$ cat src/rtl/prog_loader.sv
// prog_loader: streams a session into instruction memory and register file.
// The session is a header beat (N_I in [8:0], N_R in [21:16]), then N_I
// instruction words, then N_R register words. The CPU is held in reset from
// start until the session completes.
// Ports:
//   clk, reset_n                 clock, async active-low reset
//   start                        begins a session (honoured in IDLE only)
//   s_valid, s_data, s_last      input stream; s_ready is the handshake
//   imem_we/imem_addr/imem_wdata instruction-memory write port
//   rgf_we/rgf_addr/rgf_wdata    register-file write port
//   cpu_reset                    active-high CPU reset
//   busy, done, err              status
module prog_loader #(
  parameter int unsigned IMEM_WORDS = 320,
  parameter int unsigned RGF_WORDS  = 32
) (
  input  logic        clk,
  input  logic        reset_n,
  input  logic        start,
  input  logic        s_valid,
  input  logic [31:0] s_data,
  input  logic        s_last,
  output logic        s_ready,
  output logic        imem_we,
  output logic [8:0]  imem_addr,
  output logic [31:0] imem_wdata,
  output logic        rgf_we,
  output logic [4:0]  rgf_addr,
  output logic [31:0] rgf_wdata,
  output logic        cpu_reset,
  output logic        busy,
  output logic        done,
  output logic        err
);

  localparam int unsigned CNT_W = 9;
  localparam int unsigned NR_W  = 6;
  localparam int unsigned RA_W  = 5;

  typedef enum logic [2:0] {
    S_IDLE, S_HDR, S_IMEM, S_RGF, S_DONE, S_ERR
  } state_t;

  state_t           state, state_next;
  logic [CNT_W-1:0] cnt, cnt_next;
  logic [CNT_W-1:0] n_i, n_i_next;
  logic [NR_W-1:0]  n_r, n_r_next;

  logic             imem_we_next, rgf_we_next;
  logic [8:0]       imem_addr_next;
  logic [RA_W-1:0]  rgf_addr_next;
  logic [31:0]      imem_wdata_next, rgf_wdata_next;
  logic             cpu_reset_next, err_next;
  logic             beat, last_i, last_r, hdr_bad;

  // Next-state and next-output logic; all outputs are registered from these.
  always_comb begin
    state_next      = state;
    cnt_next        = cnt;
    n_i_next        = n_i;
    n_r_next        = n_r;
    imem_we_next    = 1'b0;
    imem_addr_next  = imem_addr;
    imem_wdata_next = imem_wdata;
    rgf_we_next     = 1'b0;
    rgf_addr_next   = rgf_addr;
    rgf_wdata_next  = rgf_wdata;
    cpu_reset_next  = cpu_reset;
    err_next        = err;

    beat    = s_valid && s_ready;
    last_i  = (cnt == (n_i - CNT_W'(1)));
    last_r  = (NR_W'(cnt) == (n_r - NR_W'(1)));
    hdr_bad = (s_data[8:0] == '0) ||
              (32'(s_data[8:0]) > IMEM_WORDS) ||
              (32'(s_data[21:16]) > RGF_WORDS) ||
              s_last;

    case (state)
      S_IDLE: begin
        if (start) begin
          state_next     = S_HDR;
          cpu_reset_next = 1'b1;
          err_next       = 1'b0;
        end
      end
      S_HDR: begin
        if (beat) begin
          n_i_next       = s_data[8:0];
          n_r_next       = s_data[21:16];
          cnt_next       = '0;
          imem_addr_next = '0;
          state_next     = hdr_bad ? S_ERR : S_IMEM;
        end
      end
      S_IMEM: begin
        if (beat) begin
          // s_last is legal only on the session's final word
          if (s_last && !(last_i && (n_r == '0))) begin
            state_next = S_ERR;
          end else begin
            imem_we_next    = 1'b1;
            imem_addr_next  = 9'(cnt);
            imem_wdata_next = s_data;
            cnt_next        = cnt + CNT_W'(1);
            if (last_i) begin
              if (n_r == '0) begin
                state_next = s_last ? S_DONE : S_ERR;
              end else begin
                state_next = S_RGF;
                cnt_next   = '0;
              end
            end
          end
        end
      end
      S_RGF: begin
        if (beat) begin
          if (s_last && !last_r) begin
            state_next = S_ERR;
          end else begin
            rgf_we_next    = 1'b1;
            rgf_addr_next  = RA_W'(cnt);
            rgf_wdata_next = s_data;
            cnt_next       = cnt + CNT_W'(1);
            if (last_r) state_next = s_last ? S_DONE : S_ERR;
          end
        end
      end
      S_DONE: state_next = S_IDLE;
      S_ERR: begin
        if (beat && s_last) state_next = S_IDLE;
      end
      default: state_next = S_IDLE;
    endcase

    if (state_next == S_DONE) cpu_reset_next = 1'b0;
    if (state_next == S_ERR)  err_next       = 1'b1;
  end

  // State and output registers.
  always_ff @(posedge clk or negedge reset_n) begin
    if (!reset_n) begin
      state      <= S_IDLE;
      cnt        <= '0;
      n_i        <= '0;
      n_r        <= '0;
      s_ready    <= 1'b0;
      imem_we    <= 1'b0;
      imem_addr  <= '0;
      imem_wdata <= '0;
      rgf_we     <= 1'b0;
      rgf_addr   <= '0;
      rgf_wdata  <= '0;
      cpu_reset  <= 1'b1;
      busy       <= 1'b0;
      done       <= 1'b0;
      err        <= 1'b0;
    end else begin
      state      <= state_next;
      cnt        <= cnt_next;
      n_i        <= n_i_next;
      n_r        <= n_r_next;
      s_ready    <= (state_next == S_HDR) || (state_next == S_IMEM) ||
                    (state_next == S_RGF) || (state_next == S_ERR);
      imem_we    <= imem_we_next;
      imem_addr  <= imem_addr_next;
      imem_wdata <= imem_wdata_next;
      rgf_we     <= rgf_we_next;
      rgf_addr   <= rgf_addr_next;
      rgf_wdata  <= rgf_wdata_next;
      cpu_reset  <= cpu_reset_next;
      busy       <= (state_next == S_HDR) || (state_next == S_IMEM) ||
                    (state_next == S_RGF) || (state_next == S_ERR);
      done       <= (state_next == S_DONE);
      err        <= err_next;
    end
  end

endmodule
$ cat config.mk
export PLATFORM = sky130hd
export DESIGN_NAME = prog_loader
export DESIGN_NICKNAME = d
export VERILOG_FILES = /design/src/rtl/prog_loader.sv
export SDC_FILE = /design/constraint.sdc
export NUM_CORES = 1
export LEC_CHECK = 0
export CORE_MARGIN = 2
export CORE_UTILIZATION = 45
export CTS_CLUSTER_SIZE = 30
export DETAILED_ROUTE_END_ITERATION = 6
export PLACE_DENSITY = 0.8
export SYNTH_ARGS = -nofsm -noshare
export SYNTH_HDL_FRONTEND = slang
export SYNTH_SLANG_ARGS = --single-unit
export TNS_END_PERCENT = 20
$ cat constraint.sdc
create_clock -name clk -period 2.9 [get_ports clk]
set_input_delay 0.87 -clock clk [delete_from_list [all_inputs] [get_ports clk]]
set_output_delay 0.87 -clock clk [all_outputs]
set_load 0.01 [all_outputs]
==> flow_metrics.py <==
metrics = {
    "routing": {
        "firstDrtPassIters": 5,
        "drc_errors": 0,
        "detail_route.wl_per_cell_um": 17.9,
        "wirelength_um": 12900,
        "post_drt_via_cell_ratio": 5.46,
        "num_vias": 3921,
        "drtIter0Drc": 202,
        "wl_met1_um": 5280,
        "detail-route-antenna-nets": 0,
        "routed-wl-met2_um": 6260,
        "routed-wl-met3_um": 1070,
        "top_layer_used": "met4",
    },
    "pwr": {
        "peakVddDrop_mv": 0.545,
        "power_density_nw_per_um2": 886,
        "leakagePower_nw": 3.17,
        "finalPower_mw": 6.32,
    },
    "grt": {
        "grtUsageTotal_pct": 21.0,
        "first_global_vias": 4241,
        "antenna_found_initial": 1,
        "overflow": 0,
        "grt_max_degree": 52,
        "grt_first_pass_wirelength_um": 21000,
    },
    "die": {
        "core_um2": 11300,
        "dieArea_um2": 12300,
        "dieHeight_um": 111,
        "die-width_um": 111,
        "io_pins": 122,
        "fp-row-count": 39,
        "initial_core_util_pct": 45.6,
    },
    "logic_synthesis": {
        "synth.top_cell.area_share_pct": 53.3,
        "synth_area_leader_cell": "dfrtp_1",
        "synth_area_um2": 5160,
        "syn_inst": 421,
        "yosys-top-cells-area": "dfrtp_1 (53%), mux2_2 (18%), xnor2_1 (2.4%)",
        "synthesis.nets": 461,
        "synth-edff-count": 0,
        "syn_avg_cell_area_um2": 12.3,
        "synth_ff_type": "dfrtp_1",
        "synthArstFlopShare_pct": 100,
        "ys_seq_area_share_pct": 53.9,
        "synthDistinctLibCells": 57,
        "synth_seq_cells": 111,
        "yosys_warnings": 0,
    },
    "outcome": {
        "status": "finished with violations",
        "violations": "setup timing",
    },
    "critical_path": {
        "worstPathRequired_ns": 3.13,
        "critPathKind": "input pin to register",
        "crit_start": "s_data[18]",
        "crit_path_start_kind": "input pin",
        "r2r-start": "n_i[2]",
        "worstPathArrival_ns": 3.15,
        "cp-end-kind": "register",
        "cp_max_fo": 5,
    },
    "clock_tree": {
        "htree_levels": 3,
        "cts_tree": "yes",
        "clkLatencyLatePin_ns": 0.35,
        "path_clk_slew_ns": 0.08,
        "cts_buffer_depth": 2,
        "root_buffer": "clkbuf_16",
        "cts-buffers-inserted": 9,
        "clock-sinks": 111,
    },
    "placement": {
        "port_buffers": 121,
        "dpl.cell_count": 694,
        "place_area_um2": 6710,
        "dp_hpwl_um": 9050,
        "gp_congestion": 0.958,
    },
    "min_path": {
        "worstHoldPathType": "input pin to async pin",
    },
    "sta": {
        "timing.final.crit_share_pct": 101,
        "setup_viol": 3,
        "maxSlewViolCount": 0,
        "worst_pin_slew_ns": 0.531,
        "setup_slack_ns": -0.0189,
        "clock.fmax_ghz": 0.343,
        "hold_viol": 0,
        "skew_ns": 0.0107,
        "slew_headroom_pct": 64.5,
        "finalCriticalPeriod_ns": 2.92,
    },
    "layout": {
        "stdcell_area_um2": 7140,
        "fin_cells": 718,
        "drive_gt1_share_pct": 27.4,
        "fill_cells": 884,
        "final_nets": 609,
        "area_growth_pct": 38.3,
    },
    "run": {
        "drv_cap": 0,
    },
}
==> kinds of logic (layout without fill, tap and decap cells) <==
family                     after synthesis  count (layout)  share of synthesized area [%]
and+or+nand+nor                        100             100                           10.1
AOI/OAI and AO/OA                       57              57                           8.90
adders and majority gates                3               3                          0.728
DFF                                    111             111                           53.9
other                                    0               1                              0
muxes                                   90              90                           19.4
xor gates and xnor gates                18              18                           3.32
buffers and inverters                   42             195                           3.69
==> layout by cell type (no fill, tap or decap), types with 7 or more instances in the layout <==
cell | netlist | final
o211ai_1 | 9 | 9
clkdlybuf4s50_1 | 0 | 116
nor3_1 | 8 | 7
nor2_1 | 18 | 17
o21ai_0 | 8 | 7
mux2_2 | 81 | 81
mux2i_1 | 9 | 9
nand2b_1 | 12 | 12
inv_1 | 21 | 21
dfrtp_1 | 110 | 110
xnor2_1 | 14 | 14
clkbuf_16 | 0 | 10
buf_4 | 1 | 33
nand2_1 | 29 | 28
==> final timing paths <==
path                                       end  slack (ns)  cells after the start
worst max-delay path                      busy       -0.02                      8
worst min-delay path            imem_wdata[11]        0.49                      1
worst max register to register  imem_wdata[17]        0.09                      8
worst min register to register    rgf_wdata[0]        0.51                      1
max in group asynchronous            cpu_reset        1.68                      2
min in group clk                  rgf_wdata[0]        0.51                      1
==> power by group <==
| group | total, mW | leakage, nW | internal, mW | switching (mW) |
|---|---|---|---|---|
| logic | 2.66 | 1.57 | 1.51 | 1.15 |
| clock network | 1.19 | 0.142 | 0.617 | 0.570 |
| registers | 2.48 | 1.46 | 2.04 | 0.434 |
| total | 6.32 | 3.17 | 4.17 | 2.16 |
==> Yosys cell counts (2+ instances only) <==
library cell,count
dfrtp_1,110
mux2_2,81
nand2_1,29
inv_1,21
nor2_1,18
xnor2_1,14
clkbuf_1,12
nand2b_1,12
mux2i_1,9
o211ai_1,9
nor3_1,8
o21ai_0,8
a21oi_1,6
o2bb2ai_1,6
and3_1,5
buf_2,5
nand3_1,5
o31ai_1,4
or4_1,4
buf_6,3
ha_1,3
nor2b_1,3
xor2_1,3
a2111oi_2,2
a21o_1,2
a31oi_1,2
and2_1,2
nand3b_1,2
nand4_1,2
nor4_1,2
o211a_1,2
or3_1,2
==> through the flow <==
step	hold WS, ns	util (%)	setup slack, ns	TNS [ns]
after detailed placement	0.492	59.2	-0.409	-2.20
after global placement	0.488	59.2	-0.405	-2.13
after floorplan	0.506	-	0.167	0
after CTS	0.495	61.8	0.00999	0
after global routing	0.521	63.0	-0.0617	-0.200
final	0.488	63.0	-0.0189	-0.0315
==> final cells by class <==
| class | instances | area, µm² | area share, % |
|---|---|---|---|
| diodes | 1 | 2.50 | 0.0351 |
| clock buffers | 11 | 243 | 3.40 |
| clock inverters | 5 | 38.8 | 0.543 |
| inverters | 21 | 78.8 | 1.10 |
| multi-input cells | 268 | 2260 | 31.7 |
| flip-flops and latches | 111 | 2780 | 38.9 |
| well taps | 143 | 179 | 2.51 |
| repair buffers | 158 | 1550 | 21.7 |
==> per-layer routing <==
metal  global-route usage (%)  vias up
li1                         -     1791
met1                     25.0     1961
met2                     36.2      145
met3                     7.11       24
met4                     6.50        0
met5                        0        -
==> state kept, by name, summed over array words and instances, names as in the netlist, 3 cells and up <==
| register | flops |
|---|---|
| rgf_addr | 5 |
| state | 3 |
| n_i | 9 |
| cnt | 9 |
| imem_wdata | 32 |
| imem_addr | 9 |
| rgf_wdata | 32 |
| n_r | 6 |
==> critical path: stages <==
cell             delay [ns]
clkdlybuf4s50_1        0.43
or4_4                  0.52
o21a_4                 0.23
or4_4                  0.49
nand2_2                0.07
o311a_1                0.19
o31a_1                 0.25
nand2b_1               0.09
==> timing repair <==
item                                   in CTS  in global routing
hold buffers                                0                  0
buffers inserted                            0                  6
resized for setup                           4                 15
cloned                                      0                  1
pin swaps                                   3                  9
setup endpoints to repair                   5                 55
endpoints found under the hold margin       0                  0
No activity file was read; power rests on OpenSTA's default activity.
